File: config.mk
export PLATFORM = sky130hd
export DESIGN_NAME = im_loader
export DESIGN_NICKNAME = d
export VERILOG_FILES = /design/src/rtl/im_loader.sv
export SDC_FILE = /design/constraint.sdc
export NUM_CORES = 1
export LEC_CHECK = 0
export BUFFER_PORTS_ARGS = -buffer_cell sky130_fd_sc_hd__buf_2
export CAP_MARGIN = 20
export CORE_ASPECT_RATIO = 1.2
export CORE_MARGIN = 4
export CORE_UTILIZATION = 50
export DETAILED_ROUTE_END_ITERATION = 7
export GPL_TIMING_DRIVEN = 0
export PLACE_DENSITY_LB_ADDON = 0.25
export REMOVE_ABC_BUFFERS = 1
export SETUP_SLACK_MARGIN = 0.1
export SLEW_MARGIN = 20
export SYNTH_ARGS = -nofsm -noshare
export SYNTH_HDL_FRONTEND = slang
export SYNTH_SLANG_ARGS = --single-unit
File: constraint.sdc
create_clock -name clk -period 2.19 [get_ports clk]
set_input_delay 0.438 -clock clk [delete_from_list [all_inputs] [get_ports clk]]
set_output_delay 0.438 -clock clk [all_outputs]
set_load 0.05 [all_outputs]
File: src/rtl/im_loader.sv
// Boot-time program loader: assembles a byte stream into 16-bit words and writes
// them to instruction memory from address 0, owning the IM port while loading.
module im_loader #(
    parameter int IM_DEPTH = 256,
    parameter int TIMEOUT  = 1024
) (
    input  logic        clk,
    input  logic        rst,
    input  logic        start,
    input  logic        s_valid,
    input  logic [7:0]  s_data,
    output logic        s_ready,
    input  logic [7:0]  cpu_pc,
    output logic [7:0]  im_addr,
    output logic [15:0] im_wdata,
    output logic        im_we,
    output logic        cpu_stall,
    output logic        busy,
    output logic        done,
    output logic        err
);
    localparam int TW = $clog2(TIMEOUT + 1);

    typedef enum logic [2:0] {
        S_IDLE,
        S_LEN,
        S_HI,
        S_LO,
        S_WRITE,
        S_DONE
    } state_t;

    state_t        state_q, state_d;
    logic [8:0]    n_q, n_d;
    logic [7:0]    waddr_q, waddr_d;
    logic [7:0]    hi_q, hi_d;
    logic [7:0]    lo_q, lo_d;
    logic [TW-1:0] tmo_q, tmo_d;
    logic          err_q, err_d;
    logic          in_rx;
    logic          accept;

    assign in_rx  = (state_q == S_LEN) || (state_q == S_HI) || (state_q == S_LO);
    assign accept = in_rx && s_valid;

    always_comb begin
        state_d = state_q;
        n_d     = n_q;
        waddr_d = waddr_q;
        hi_d    = hi_q;
        lo_d    = lo_q;
        tmo_d   = tmo_q;
        err_d   = err_q;
        case (state_q)
            S_IDLE: begin
                if (start) begin
                    state_d = S_LEN;
                    err_d   = 1'b0;
                    tmo_d   = '0;
                end
            end
            S_LEN: begin
                if (accept) begin
                    // A count byte of zero stands for a full 256-word image
                    n_d     = (s_data == 8'd0) ? 9'd256 : {1'b0, s_data};
                    waddr_d = 8'd0;
                    state_d = S_HI;
                end
            end
            S_HI: begin
                if (accept) begin
                    hi_d    = s_data;
                    state_d = S_LO;
                end
            end
            S_LO: begin
                if (accept) begin
                    lo_d    = s_data;
                    state_d = S_WRITE;
                end
            end
            S_WRITE: begin
                if ({1'b0, waddr_q} == n_q - 9'd1) begin
                    state_d = S_DONE;
                end else begin
                    waddr_d = waddr_q + 8'd1;
                    state_d = S_HI;
                end
            end
            S_DONE: state_d = S_IDLE;
            default: state_d = S_IDLE;
        endcase

        // Inter-byte watchdog: only counts while waiting for stream data
        if (in_rx) begin
            if (accept) begin
                tmo_d = '0;
            end else if (tmo_q == TW'(TIMEOUT - 1)) begin
                err_d   = 1'b1;
                state_d = S_IDLE;
            end else begin
                tmo_d = tmo_q + 1'b1;
            end
        end
    end

    always_ff @(posedge clk or negedge rst) begin
        if (!rst) begin
            state_q <= S_IDLE;
            n_q     <= '0;
            waddr_q <= '0;
            hi_q    <= '0;
            lo_q    <= '0;
            tmo_q   <= '0;
            err_q   <= 1'b0;
        end else begin
            state_q <= state_d;
            n_q     <= n_d;
            waddr_q <= waddr_d;
            hi_q    <= hi_d;
            lo_q    <= lo_d;
            tmo_q   <= tmo_d;
            err_q   <= err_d;
        end
    end

    assign s_ready   = in_rx;
    assign busy      = (state_q != S_IDLE);
    assign cpu_stall = busy;
    assign done      = (state_q == S_DONE);
    // Words beyond the memory depth are consumed but never written
    assign im_we     = (state_q == S_WRITE) && (int'(waddr_q) < IM_DEPTH);
    assign im_addr   = busy ? waddr_q : cpu_pc;
    assign im_wdata  = {hi_q, lo_q};
    assign err       = err_q;

endmodule
==> flow_summary.rst <==
.. list-table::
   :header-rows: 1

   * - Metric
     - Value
   * - Run status
     - complete, but fails checks
   * - Violated checks
     - negative setup slack
   * - Most common library cell in the layout ignoring fill and taps
     - sky130_fd_sc_hd__dfrtp_1
   * - Pin count of the biggest net entering global routing
     - 49
   * - Clk_lat worst skew
     - about 0.30 ns
   * - Area of the core region
     - ~5000 µm²
   * - Max cap viols
     - 0
   * - Final cycle utilization of the critical path
     - 102.8%
   * - Fraction of layout instances using a drive strength above 1
     - around 43%
   * - Clock root buffer master
     - sky130_fd_sc_hd__clkbuf_8
   * - Hold_ws
     - 0.1219 ns
   * - Placed Cells incl. Taps
     - about 360
   * - Slew at the pin closest to its max-slew limit
     - about 0.60 ns
   * - Number of detailed-routing iterations run before antenna repair
     - 4
   * - Die Span X
     - 73.48 µm
   * - Final setup fails
     - 6
   * - Share of the yosys chip area belonging to registers
     - a little under half
   * - Unrepaired setup endpoints after global routing
     - yes
   * - Most used cells in the layout excluding fill and tap cells
     - 43 x sky130_fd_sc_hd__dfrtp_1, 42 x sky130_fd_sc_hd__nand2_1, 39 x sky130_fd_sc_hd__buf_2
   * - Maximum resistive drop on vdd
     - between 1000 and 1500 µV
   * - Die area
     - between 6000 and 7000 µm²
   * - Antenna violations before repair
     - 0
   * - Cells after Synth
     - 258
   * - Critical path data required time
     - between 2 and 2.5 ns
   * - # hold bufs at CTS
     - 0
   * - Most common cell on crit path
     - sky130_fd_sc_hd__buf_4
   * - Worst-case clock buffer depth
     - 2
   * - EDFF count, synth
     - 0
   * - Critical Path Fanout Max
     - 4
   * - Number of standard cells in the layout, taps in and fillers out
     - about 400
   * - Die Height
     - roughly 87 µm
   * - Synthesized area per cell
     - around 10 µm²
   * - Async set-or-reset flop fraction in the synthesized netlist
     - between 90% and 100%
   * - Achievable clock frequency
     - roughly 0.44 GHz
   * - Top_reg_cell synth
     - sky130_fd_sc_hd__dfrtp_1
   * - Slowest-stage cell, CP
     - sky130_fd_sc_hd__dfrtp_1
   * - Largest incremental delay on the critical path
     - just over 0.4 ns
   * - CP cell instances
     - buf_6 -> buf_4 -> nor3_1 -> xnor2_1 -> nand3_1 -> a2111oi_4 -> and3_4 -> buf_4 -> o211ai_1 -> o31ai_1
   * - Ant diodes
     - 0
   * - Tot Pwr
     - roughly 5.4 mW
   * - Placer Congestion
     - between 0.7 and 0.8
   * - IO buf count
     - 49
   * - Antenna viol nets, final
     - 0
   * - Category of the most critical setup path
     - reg -> reg
   * - Netlist cell types
     - 42
   * - Power Dens Cells
     - 1540 nW/µm²
   * - Final #Nets
     - between 300 and 400
   * - Overall track demand over capacity in global routing
     - about 22%
   * - #FFs+latches synth
     - 48
   * - Number of fillers in the final layout
     - roughly 360
   * - Minimum clock period
     - roughly 2.3 ns
   * - Final Hold Violating Endpoints
     - 0
   * - Worst Slack Setup Final
     - -0.06227 ns
   * - Starting utilization of the core area
     - about half
   * - Post-layout instance area
     - about 3500 µm²
   * - Sinks on the clock net
     - 48
   * - CP endpoint kind
     - flop
   * - Inserted Clock Buffers
     - 5
   * - Worst clock skew
     - about 0.013 ns
   * - Clock-pin slew on the worst setup and hold paths
     - roughly 0.1 ns
   * - Grt total ovfl
     - 0
   * - Number of ports placed on the die boundary
     - 50
   * - Total number of yosys warnings
     - 0
   * - Ratio of routed vias to standard cells
     - between 5 and 6
   * - Via total after detailed routing
     - 2301
   * - CTS tree
     - done
   * - Rows
     - 28
   * - P&R area growth vs syn
     - 36.62%
   * - Final wirelength
     - about 6800 µm
   * - Via count of the first global-routing pass
     - between 2000 and 2500
   * - Final slew viol count
     - 0
   * - Startpoint type of the worst setup path
     - flop
   * - H-tree Lvls
     - 2
   * - Area of placed instances
     - roughly 2800 µm²
   * - Crit path arrival time
     - 2.45 ns
   * - Leakage power
     - about 1.6 nW
   * - Worst slew margin relative to its limit
     - 59.90%
   * - Starting DRC count in detailed routing
     - about 130
   * - Worst hold path type
     - in -> async
   * - DRC violations left
     - 0
   * - Global-route wire length before repair
     - 11090 µm
   * - Netlist area before placement
     - 2572 µm²
   * - DPL Wire Length
     - around 4000 µm
   * - Detailed-route wire length per cell
     - roughly 17 µm
[repair_timing]
action,CTS,global route
gates resized for setup,59,11
setup endpoints to repair,27,37
buffers inserted,28,5
pin swaps,16,8
cloned,2,0
[per-stage QoR]
| step | worst slack (ns) | util, % | setup TNS [ns] |
|---|---|---|---|
| 6_report | -0.06227 | 70.65 | -0.2534 |
| 5_1_grt | -0.1972 | 70.65 | -1.463 |
| 4_1_cts | -0.004374 | 68.96 | -0.004374 |
| 3_5_place_dp | -0.2709 | 56.92 | -2.414 |
| 3_3_place_gp | -0.2514 | 56.92 | -1.882 |
| 2_1_floorplan | -0.6526 | - | -4.257 |
[layout make-up]
type,instances,area [µm²],share of cell area [%]
multi-input cells,194,1455,41.40
clock buffers,6,82.58,2.350
inverters,5,18.77,0.5340
flip-flops and latches,48,1207,34.35
repair buffers,83,636.9,18.12
well taps,60,75.07,2.136
clock inverters,2,38.79,1.104
[metal layers]
metal | wire length, µm | vias to the layer above | global-route usage (%)
li1 | - | 1076 | -
met1 | 2803 | 1121 | 27.42
met2 | 3522 | 84 | 37.98
met3 | 339 | 20 | 3.828
met4 | 167 | 0 | 10.05
met5 | 0 | - | 0
[worst max-delay path, delay by kind of cell, from the launching register on]
kind | cells | cell delay [ns]
flops | 1 | 0.41
buf+inv | 3 | 0.39
compound gates | 3 | 0.53
simple gates | 3 | 0.65
xor+xnor | 1 | 0.15
[final timing paths]
kind | cells after the start | slack, ns | endpoint | start
setup / recovery | 10 | -0.06 | waddr_q[3] | n_q[0]
hold / removal | 1 | 0.12 | waddr_q[1] | rst
setup reg to reg | 10 | -0.06 | waddr_q[3] | n_q[0]
hold reg to reg | 1 | 0.48 | err | err
max in group asynchronous | 1 | 1.62 | n_q[3] | rst
min in group clk | 3 | 0.37 | n_q[7] | s_data[7]
[synth_stat cells (all sizes together) (5+ instances only)]
| cell type | count | area share (%) |
|---|---|---|
| dfrtp | 48 | 47 |
| o21ai | 14 | 2.7 |
| nor2 | 14 | 2.0 |
| nor4 | 5 | 1.7 |
| o31ai | 5 | 1.5 |
| inv | 5 | 0.73 |
| clkbuf | 8 | 1.2 |
| nand2 | 43 | 6.3 |
| nand3 | 8 | 1.6 |
| xnor2 | 6 | 2.0 |
| a21oi | 9 | 1.8 |
| xor2 | 8 | 2.7 |
| mux2 | 25 | 11 |
| nor3 | 7 | 1.6 |
[registers in the layout (all words and copies together), names as in the netlist]
name     cells
err          1
hi_q         8
lo_q         8
n_q          9
state_q      3
tmo_q       11
waddr_q      8
[power by group]
part,internal (mW),switching [mW]
clock network,0.374,0.309
registers,1.18,0.277
logic,1.35,1.93
total,2.90,2.52
[cells by family (layout without fill, tap and decap cells)]
family                     Yosys count  in the layout  synth area share (%)
buffers and inverters               17             96                 3.113
and+or+nand+nor                    102            103                 20.14
muxes                               29             29                 12.50
adders and majority gates            3              3                 1.459
DFF                                 48             48                 46.69
xor gates and xnor gates            14             14                 4.767
AOI/OAI and AO/OA                   45             45                 11.33
Power figures use the tool's default switching activity.
